==> src/rtl/serial_add_pkg.sv <==
// Shared types and defaults for the bit-serial adder controller.
package serial_add_pkg;

  localparam int unsigned WIDTH_DEF = 8;

  typedef enum logic [1:0] {
    S_IDLE = 2'd0,
    S_RUN  = 2'd1,
    S_DONE = 2'd2
  } state_t;

endpackage

==> src/rtl/serial_adder_ctrl_if.sv <==
// Operand/result handshake bundle for serial_adder_ctrl.
// Optional macro SERIAL_ADD_OVF_EN adds the signed overflow flag.
interface serial_adder_ctrl_if
  import serial_add_pkg::*;
#(
  parameter int unsigned WIDTH = WIDTH_DEF
);

  logic             in_valid;
  logic             in_ready;
  logic [WIDTH-1:0] a;
  logic [WIDTH-1:0] b;
  logic             out_valid;
  logic             out_ready;
  logic [WIDTH-1:0] sum;
  logic             carry;
  logic             busy;
`ifdef SERIAL_ADD_OVF_EN
  logic             overflow;
`endif

  // Producer/consumer side
  modport master (
    output in_valid, a, b, out_ready,
    input  in_ready, out_valid, sum, carry, busy
`ifdef SERIAL_ADD_OVF_EN
    , input overflow
`endif
  );

  // Controller side
  modport slave (
    input  in_valid, a, b, out_ready,
    output in_ready, out_valid, sum, carry, busy
`ifdef SERIAL_ADD_OVF_EN
    , output overflow
`endif
  );

endinterface

==> src/rtl/fa_cell.sv <==
// Combinational 1-bit full adder: two half adders plus an OR for carry.
module fa_cell (
  input  logic a_i,
  input  logic b_i,
  input  logic c_i,
  output logic s_o,
  output logic c_o
);

  logic s1;
  logic c1;
  logic c2;

  half_adder u_ha0 (
    .a_i (a_i),
    .b_i (b_i),
    .s_o (s1),
    .c_o (c1)
  );

  half_adder u_ha1 (
    .a_i (s1),
    .b_i (c_i),
    .s_o (s_o),
    .c_o (c2)
  );

  assign c_o = c1 | c2;

endmodule

==> src/rtl/half_adder.sv <==
// 1-bit half adder primitive.
module half_adder (
  input  logic a_i,
  input  logic b_i,
  output logic s_o,
  output logic c_o
);

  assign s_o = a_i ^ b_i;
  assign c_o = a_i & b_i;

endmodule

==> src/rtl/serial_adder_ctrl.sv <==
// Bit-serial adder controller: accepts two WIDTH-bit operands, adds them
// LSB-first through one shared full-adder cell (one bit per clock) and
// returns sum/carry through a valid/ready handshake.
// Optional macro SERIAL_ADD_OVF_EN adds a registered signed-overflow output.
module serial_adder_ctrl
  import serial_add_pkg::*;
#(
  parameter int unsigned WIDTH = WIDTH_DEF
) (
  input  logic                clk,
  input  logic                rst,
  serial_adder_ctrl_if.slave  bus
);

  localparam int unsigned CNT_W = $clog2(WIDTH);

  state_t             state_q;
  logic [WIDTH-1:0]   a_sh_q;
  logic [WIDTH-1:0]   b_sh_q;
  logic [WIDTH-2:0]   sum_sh_q;
  logic [CNT_W-1:0]   cnt_q;
  logic               c_q;
  logic               in_ready_q;
  logic               out_valid_q;
  logic               busy_q;
  logic [WIDTH-1:0]   sum_q;
  logic               carry_q;
`ifdef SERIAL_ADD_OVF_EN
  logic               ovf_q;
`endif

  logic               fa_s;
  logic               fa_c;
  logic [WIDTH-1:0]   sum_d;

  // The single shared adder cell works on the current LSBs and the carry flop
  fa_cell u_fa (
    .a_i (a_sh_q[0]),
    .b_i (b_sh_q[0]),
    .c_i (c_q),
    .s_o (fa_s),
    .c_o (fa_c)
  );

  // Partial sum with this cycle's bit entering from the MSB side
  assign sum_d = {fa_s, sum_sh_q};

  // Sequencer: accept, shift one bit per cycle, present result until taken
  always_ff @(posedge clk or posedge rst) begin
    if (rst) begin
      state_q     <= S_IDLE;
      a_sh_q      <= '0;
      b_sh_q      <= '0;
      sum_sh_q    <= '0;
      cnt_q       <= '0;
      c_q         <= 1'b0;
      in_ready_q  <= 1'b1;
      out_valid_q <= 1'b0;
      busy_q      <= 1'b0;
      sum_q       <= '0;
      carry_q     <= 1'b0;
`ifdef SERIAL_ADD_OVF_EN
      ovf_q       <= 1'b0;
`endif
    end else begin
      case (state_q)
        S_IDLE: begin
          if (bus.in_valid && in_ready_q) begin
            a_sh_q     <= bus.a;
            b_sh_q     <= bus.b;
            c_q        <= 1'b0;
            cnt_q      <= '0;
            in_ready_q <= 1'b0;
            busy_q     <= 1'b1;
            state_q    <= S_RUN;
          end
        end
        S_RUN: begin
          a_sh_q   <= a_sh_q >> 1;
          b_sh_q   <= b_sh_q >> 1;
          sum_sh_q <= sum_d[WIDTH-1:1];
          c_q      <= fa_c;
          cnt_q    <= cnt_q + CNT_W'(1);
          if (cnt_q == CNT_W'(WIDTH - 1)) begin
            sum_q       <= sum_d;
            carry_q     <= fa_c;
`ifdef SERIAL_ADD_OVF_EN
            // carry into the MSB is still in c_q on the final bit
            ovf_q       <= c_q ^ fa_c;
`endif
            out_valid_q <= 1'b1;
            busy_q      <= 1'b0;
            state_q     <= S_DONE;
          end
        end
        S_DONE: begin
          if (bus.out_ready) begin
            out_valid_q <= 1'b0;
            in_ready_q  <= 1'b1;
            state_q     <= S_IDLE;
          end
        end
        default: begin
          state_q     <= S_IDLE;
          in_ready_q  <= 1'b1;
          out_valid_q <= 1'b0;
          busy_q      <= 1'b0;
        end
      endcase
    end
  end

  assign bus.in_ready  = in_ready_q;
  assign bus.out_valid = out_valid_q;
  assign bus.sum       = sum_q;
  assign bus.carry     = carry_q;
  assign bus.busy      = busy_q;
`ifdef SERIAL_ADD_OVF_EN
  assign bus.overflow  = ovf_q;
`endif

endmodule

==> src/flat_wrapper.sv <==
// flat-port wrapper written by rule: the top's interface ports become plain ports
module serial_adder_ctrl_flat import serial_add_pkg::*;
#(
  parameter int unsigned WIDTH = WIDTH_DEF
)
  (clk, rst, bus_in_valid, bus_a, bus_b, bus_out_ready, bus_in_ready, bus_out_valid, bus_sum, bus_carry, bus_busy);
  serial_adder_ctrl_if #(.WIDTH(WIDTH)) bus_i ();
  input  logic clk;
  input  logic rst;
  input wire logic [$bits(bus_i.in_valid)-1:0] bus_in_valid;
  input wire logic [$bits(bus_i.a)-1:0] bus_a;
  input wire logic [$bits(bus_i.b)-1:0] bus_b;
  input wire logic [$bits(bus_i.out_ready)-1:0] bus_out_ready;
  output wire logic [$bits(bus_i.in_ready)-1:0] bus_in_ready;
  output wire logic [$bits(bus_i.out_valid)-1:0] bus_out_valid;
  output wire logic [$bits(bus_i.sum)-1:0] bus_sum;
  output wire logic [$bits(bus_i.carry)-1:0] bus_carry;
  output wire logic [$bits(bus_i.busy)-1:0] bus_busy;
  assign bus_i.in_valid = bus_in_valid;
  assign bus_i.a = bus_a;
  assign bus_i.b = bus_b;
  assign bus_i.out_ready = bus_out_ready;
  assign bus_in_ready = bus_i.in_ready;
  assign bus_out_valid = bus_i.out_valid;
  assign bus_sum = bus_i.sum;
  assign bus_carry = bus_i.carry;
  assign bus_busy = bus_i.busy;
  serial_adder_ctrl #(.WIDTH(WIDTH)) u_core (.clk(clk), .rst(rst), .bus(bus_i));
endmodule
==> config.mk <==
export PLATFORM = sky130hd
export DESIGN_NAME = serial_adder_ctrl_flat
export DESIGN_NICKNAME = d
export VERILOG_FILES = /design/src/rtl/serial_add_pkg.sv /design/src/rtl/serial_adder_ctrl_if.sv /design/src/rtl/fa_cell.sv /design/src/rtl/half_adder.sv /design/src/rtl/serial_adder_ctrl.sv /design/src/flat_wrapper.sv
export SDC_FILE = /design/constraint.sdc
export NUM_CORES = 1
export LEC_CHECK = 0
export CORE_MARGIN = 5
export CORE_UTILIZATION = 30
export CTS_CLUSTER_SIZE = 40
export DETAILED_ROUTE_END_ITERATION = 8
export DONT_BUFFER_PORTS = 1
export PLACE_DENSITY = 0.53
export SLEW_MARGIN = 15
export SYNTH_ARGS = -nofsm -noshare
export SYNTH_HDL_FRONTEND = slang
export SYNTH_HIERARCHICAL = 1
export SYNTH_SLANG_ARGS = --single-unit
==> constraint.sdc <==
create_clock -name clk -period 1.96 [get_ports clk]
set_input_delay 0.196 -clock clk [delete_from_list [all_inputs] [get_ports clk]]
set_output_delay 0.196 -clock clk [all_outputs]
set_load 0.01 [all_outputs]
==> flow_summary.toml, run 1 <==
[outcome]
run_status = "complete, no violations"

[routing]
wl_per_cell_um = 15.5
routed_wl_mm = 3.53
postRouteAntennaNets = 0
routed_via_density = 4.93
vias = 1118
first_pass_iters = 4
drt-initial-drc-count = 65
remaining_drc_errors = 0

[worst_setup_path]
crit_path_start_kind = "flop"
cp_max_fo = 15
endpoint_kind = "flop"
required_ps = 2110
cp.arrival_ps = 1700
criticalPathCategory = "reg2reg"

[sta]
relSlewSlack = 0.661
tns_ps = 0
tightestPinTransition_ps = 508
report.final.hold_viol_count = 0
skew_ps = 5.70
setup_viol = 0
finalCriticalPeriod_ps = 1550
fmax_ghz = 0.646
rsz0062_at_grt = "false"
timing.final.crit_share = 0.790
slew_violations = 0

[synth]
ys.flop_type = "dfrtp_1"
ys_seq_area_frac = 0.563
async_reset_ff_frac = 1.00
synth_edf_count = 0
syn_area_per_cell_um2 = 12.4
syn_nets = 171
ys_seq_elements = 41
synth_cell_types = 25
yosys-top-cells-area = "dfrtp_1, mux2_2, o21ai_0"
syn_inst = 147
synth.top_cell.area_share = 0.549
netlist_area_um2 = 1820
yosys_warnings = 6
yosysTopAreaCell = "dfrtp_1"

[global_route]
grt_pass1_wl_mm = 5.98
antenna_found_initial = 0
grt_max_degree = 42
grt_util_all_layers = 0.102
grt_pass1_vias = 1150
grt-ovfl-total = 0

[die]
io_pins = 32
floorplan.initialDensity = 0.308
die_area_um2 = 7740
die_w_um = 88.0
core_area_um2 = 5920
rows = 28
die_h_um = 88.0

[clock_network]
cts_tree = "done"
clkLatencyLatePin_ps = 290
cts_resized = 0
cts_root_buf = "clkbuf_8"
clockBufferDepth = 2
postCtsSetupBuffers = 0
cts_hold_buffers = 1
cts-htree-levels = 2
cts_sinks = 41
cts_buffers = 5
clk_pin_slew_ps = 80

[finish]
diodes = 0
drive_gt1_frac = 0.230
layout-area-overhead-vs-synth_pct = 9.33
fill_cells = 569
final_nets = 176

[placed_design]
dpl.hpwl_mm = 2.48
gp_congestion = 0.744
io_buffers = 0

[min_path]
min-delay-path-class = "in2reg"

[job]
max-cap-violations = 0

[power]
ir_worst_vdd_mv = 0.341
p_clk_frac = 0.191
p_switching_w = 0.000934
power_switching_share = 0.326
power_frac_comb = 0.302
powerDensity_nw_per_um2 = 1440
pwr-share-seq = 0.507
intPower_w = 0.00193
power.total_w = 0.00286
p_leak_nw = 0.879
## power groups by stage
| stage | logic (W) | clock network (W) | registers [W] |
|---|---|---|---|
| floorplan | 0.000797 | 0 | 0.00138 |
| global placement | 0.000846 | 0 | 0.00146 |
| detailed placement | 0.000880 | 0 | 0.00147 |
| CTS | 0.000883 | 0.000564 | 0.00146 |
| global route | 0.000993 | 0.000609 | 0.00150 |
| finish | 0.000864 | 0.000547 | 0.00145 |
## layout by cell type, fill, tap and decap left out, drive strengths merged
master and n:
o22ai 1, ha 4, nor3 1, or2 2
buf 6, nand2 7, mux2i 13, nor2 5
nor2b 1, dfrtp 40, clkbuf 7, a21oi 6
o22a 1, and4b 2, inv 2, mux2 19
nand2b 1, o21ai 29, a22o 3, dlygate4sd3 1
dfstp 1
## worst max-delay path, stage by stage (launching register included)
cell and delay, ps:
dfrtp_1 540, nor2b_4 260, buf_4 280, mux2i_1 230, o21ai_0 100
## stage by stage
stage	utilization	area [um2]	cells	worst slack (ps)	hold WS, ps
after global routing	0.337	1990	227	200	68.7
after CTS	0.337	1990	227	396	40.2
after floorplan	-	1820	147	544	329
after global placement	0.320	1900	219	437	237
after detailed placement	0.320	1900	219	403	251
final	0.337	1990	227	411	43.3
## layout make-up
cell class | count | area, um2 | area share
sequential | 41 | 1030 | 0.515
multi-input combinational | 95 | 723 | 0.363
tap | 75 | 93.8 | 0.0471
clock buffer | 7 | 86.3 | 0.0433
timing repair buffer | 7 | 55.1 | 0.0276
inverter | 2 | 7.51 | 0.00377
## sequential cells by signal, summed over array words and instances (netlist names)
signal,flops
u_core/a_sh_q,8
u_core/b_sh_q,8
u_core/bus.busy,1
u_core/bus.carry,1
u_core/bus.in_ready,1
u_core/bus.out_valid,1
u_core/bus.sum,8
u_core/c_q,1
u_core/cnt_q,3
u_core/state_q,2
u_core/sum_sh_q,7
## synth_stat cells (all sizes together), types with 2 or more instances
library cell / n
nor2: 5
inv: 2
o21ai: 29
or2: 2
and4b: 2
ha: 4
buf: 5
clkbuf: 4
a21oi: 6
mux2: 19
mux2i: 13
nand2: 7
a22o: 3
dfrtp: 40
## logic make-up (layout without fill, tap and decap cells)
kind of cell,count (synthesis),count (layout),synth area share
AOI/OAI and AO/OA,40,40,0.121
DFF,41,41,0.563
buffers and inverters,11,16,0.0398
adders and majority gates,4,4,0.0275
and+or+nand+nor,19,19,0.0577
muxes,32,32,0.191
## layer usage
layer | vias up | track usage | part of all wire
li1 | 534 | - | -
met2 | 24 | 0.162 | 0.50
met1 | 556 | 0.119 | 0.40
met5 | - | 0 | 0
met3 | 4 | 0.0442 | 0.083
met4 | 0 | 0.0488 | 0.015
## worst paths after layout
kind,to,cells after the start,slack [ps],start
setup / recovery,u_core/b_sh_q[4]$_DFFE_PP0P_,4,410,u_core/state_q[0]$_DFFE_PP0P_
hold / removal,u_core/bus.in_ready$_DFFE_PP1P_,2,40,bus_out_ready
setup reg to reg,u_core/b_sh_q[4]$_DFFE_PP0P_,4,410,u_core/state_q[0]$_DFFE_PP0P_
hold reg to reg,u_core/cnt_q[0]$_DFFE_PP0P_,1,480,u_core/cnt_q[0]$_DFFE_PP0P_
max in group asynchronous,u_core/bus.in_ready$_DFFE_PP1P_,3,1100,rst
min in group asynchronous,u_core/bus.sum[3]$_DFFE_PP0P_,3,490,rst
(Power assumes the default switching activity.)
==> run 2: changes to the inputs <==
- PLACE_DENSITY: 0.53 -> 0.54
- clock period: 1.96 -> 1.4 ns (I/O delays scaled with it)
==> run 2 against run 1 <==
The flow now finishes with violations (setup timing). Routed wire length increased by 14%. Sequential power increased by 39%. Count of clock-buffer cells in the layout is the same. Die area stayed put. Via count increased by 13%. Sequential share of layout area is 5.7 points lower. Maximum frequency is 4.5% higher.
==> flow_summary.toml, run 2 (synthesis results as in run 1) <==
[outcome]
run_status = "complete, but fails checks"
violations = "setup timing"

[min_path]
min-delay-start = "bus_out_ready"
min_delay_worst_endpoint = "u_core/state_q[1]$_DFFE_PP0P_"
min-delay-path-class = "in2reg"
holdPathStages = 3

[sta]
relSlewSlack = 0.643
holdWs_ps = 20.4
skew_ps = 3.11
tightestPinTransition_ps = 536
fmax_ghz = 0.675
fin_ws_ps = -81.6
slew_violations = 0
finalCriticalPeriod_ps = 1480
setup_viol = 5
report.final.hold_viol_count = 0
timing.final.crit_share = 1.06
rsz0062_at_grt = "true"

[finish]
layout-area-overhead-vs-synth_pct = 23.1
drive_gt1_frac = 0.352
multi_input_area_um2 = 747
mostFrequentLayoutCell = "dfrtp_1"
diodes = 0
final_cell_mix = "dfrtp_1, o21ai_0, buf_4, mux2_2, mux2i_1"
final_nets = 199
seqCellArea_um2 = 1030
fill_cells = 560

[clock_network]
cts-htree-levels = 2
cts_root_buf = "clkbuf_8"
clk_pin_slew_ps = 80
cts_sinks = 41
clockBufferDepth = 2
cts_tree = "done"
cts_buffers = 5
clkLatencyLatePin_ps = 290

[worst_setup_path]
cp_max_fo = 2
crit_path_start_kind = "flop"
r2r_start = "u_core/b_sh_q[0]$_DFFE_PP0P_"
endpoint_kind = "flop"
required_ps = 1580
cp.arrival_ps = 1660
criticalPathCategory = "reg2reg"
r2r_cells = 4
r2r-end = "u_core/bus.carry$_DFFE_PP0P_"
rrSetupSlack_ps = -80

[routing]
drt-initial-drc-count = 72
routed_wl_mm = 4.02
vias = 1262
first_pass_iters = 5
postRouteAntennaNets = 0
remaining_drc_errors = 0
routed_via_density = 5.03
wl_per_cell_um = 16.0

[die]
core_area_um2 = 5920
die_w_um = 88.0
floorplan.initialDensity = 0.308
rows = 28
die_area_um2 = 7740
io_pins = 32
die_h_um = 88.0

[global_route]
grt_pass1_wl_mm = 6.62
grt_util_all_layers = 0.113
antenna_found_initial = 0
grt_pass1_vias = 1329
grt-ovfl-total = 0
grt_max_degree = 42

[power]
ir_worst_vdd_mv = 0.701
power.total_w = 0.00464
p_leak_nw = 1.03
powerDensity_nw_per_um2 = 2070

[placed_design]
io_buffers = 0
dpl.hpwl_mm = 2.69
gp_congestion = 0.701

[job]
max-cap-violations = 0
-- run 2: worst max-delay path by stage --
| stage | from | endpoint | slack [ps] | cells past startpoint |
|---|---|---|---|---|
| 2_1_floorplan | u_core/state_q[0]$_DFFE_PP0P_ | u_core/b_sh_q[0]$_DFFE_PP0P_ | -10 | 5 |
| 3_3_place_gp | u_core/cnt_q[0]$_DFFE_PP0P_ | u_core/bus.sum[1]$_DFFE_PP0P_ | -30 | 4 |
| 3_5_place_dp | u_core/cnt_q[0]$_DFFE_PP0P_ | u_core/bus.sum[6]$_DFFE_PP0P_ | -100 | 4 |
| 4_1_cts | u_core/b_sh_q[0]$_DFFE_PP0P_ | u_core/bus.carry$_DFFE_PP0P_ | -50 | 4 |
| 5_1_grt | u_core/b_sh_q[0]$_DFFE_PP0P_ | u_core/bus.carry$_DFFE_PP0P_ | -90 | 4 |
| 6_report | u_core/b_sh_q[0]$_DFFE_PP0P_ | u_core/bus.carry$_DFFE_PP0P_ | -80 | 4 |
-- run 2: layer usage --
metal  part of all wire  vias up  routed length (um)  GRT usage
li1                   -      590                   -          -
met1               0.44      632                1780      0.141
met2               0.47       34                1910      0.171
met3              0.071        6                 286     0.0452
met4              0.011        0                  46     0.0502
met5                  0        -                   0          0
-- run 2: critical path, stage by stage, from the launching register on --
cell	delay [ps]
dfrtp_1	390
ha_1	310
ha_2	180
or2_1	220
mux2_4	270
-- run 2: cell type report --
type,count,share of cell area
clock buffers,7,0.0429
inverters,2,0.00335
well taps,75,0.0418
repair buffers,29,0.118
flip-flops and latches,41,0.458
clock inverters,1,0.00223
multi-input cells,96,0.333
-- run 2: timing repair --
item | in CTS | in global routing
buffers inserted | 4 | 6
resized for setup | 6 | 2
cloned | 1 | 1
endpoints found under the hold margin | 41 | 0
pin swaps | 2 | 1
endpoints found under the setup margin | 12 | 28
hold buffers | 2 | 0
-- run 2: through the flow --
| step | std cells | area, um2 | worst slack, ps | util | TNS (ps) |
|---|---|---|---|---|---|
| 6_report | 251 | 2240 | -81.6 | 0.379 | -174 |
| 5_1_grt | 251 | 2240 | -90.0 | 0.379 | -424 |
| 4_1_cts | 244 | 2150 | -51.3 | 0.364 | -97.5 |
| 3_5_place_dp | 229 | 1980 | -103 | 0.334 | -845 |
| 3_3_place_gp | 229 | 1980 | -29.7 | 0.334 | -259 |
| 2_1_floorplan | 147 | 1830 | -12.1 | - | -91.6 |
-- run 2: where the power goes --
group          internal, W  switching (W)
Combinational      0.00103       0.000748
Clock             0.000446       0.000411
Sequential         0.00167       0.000348
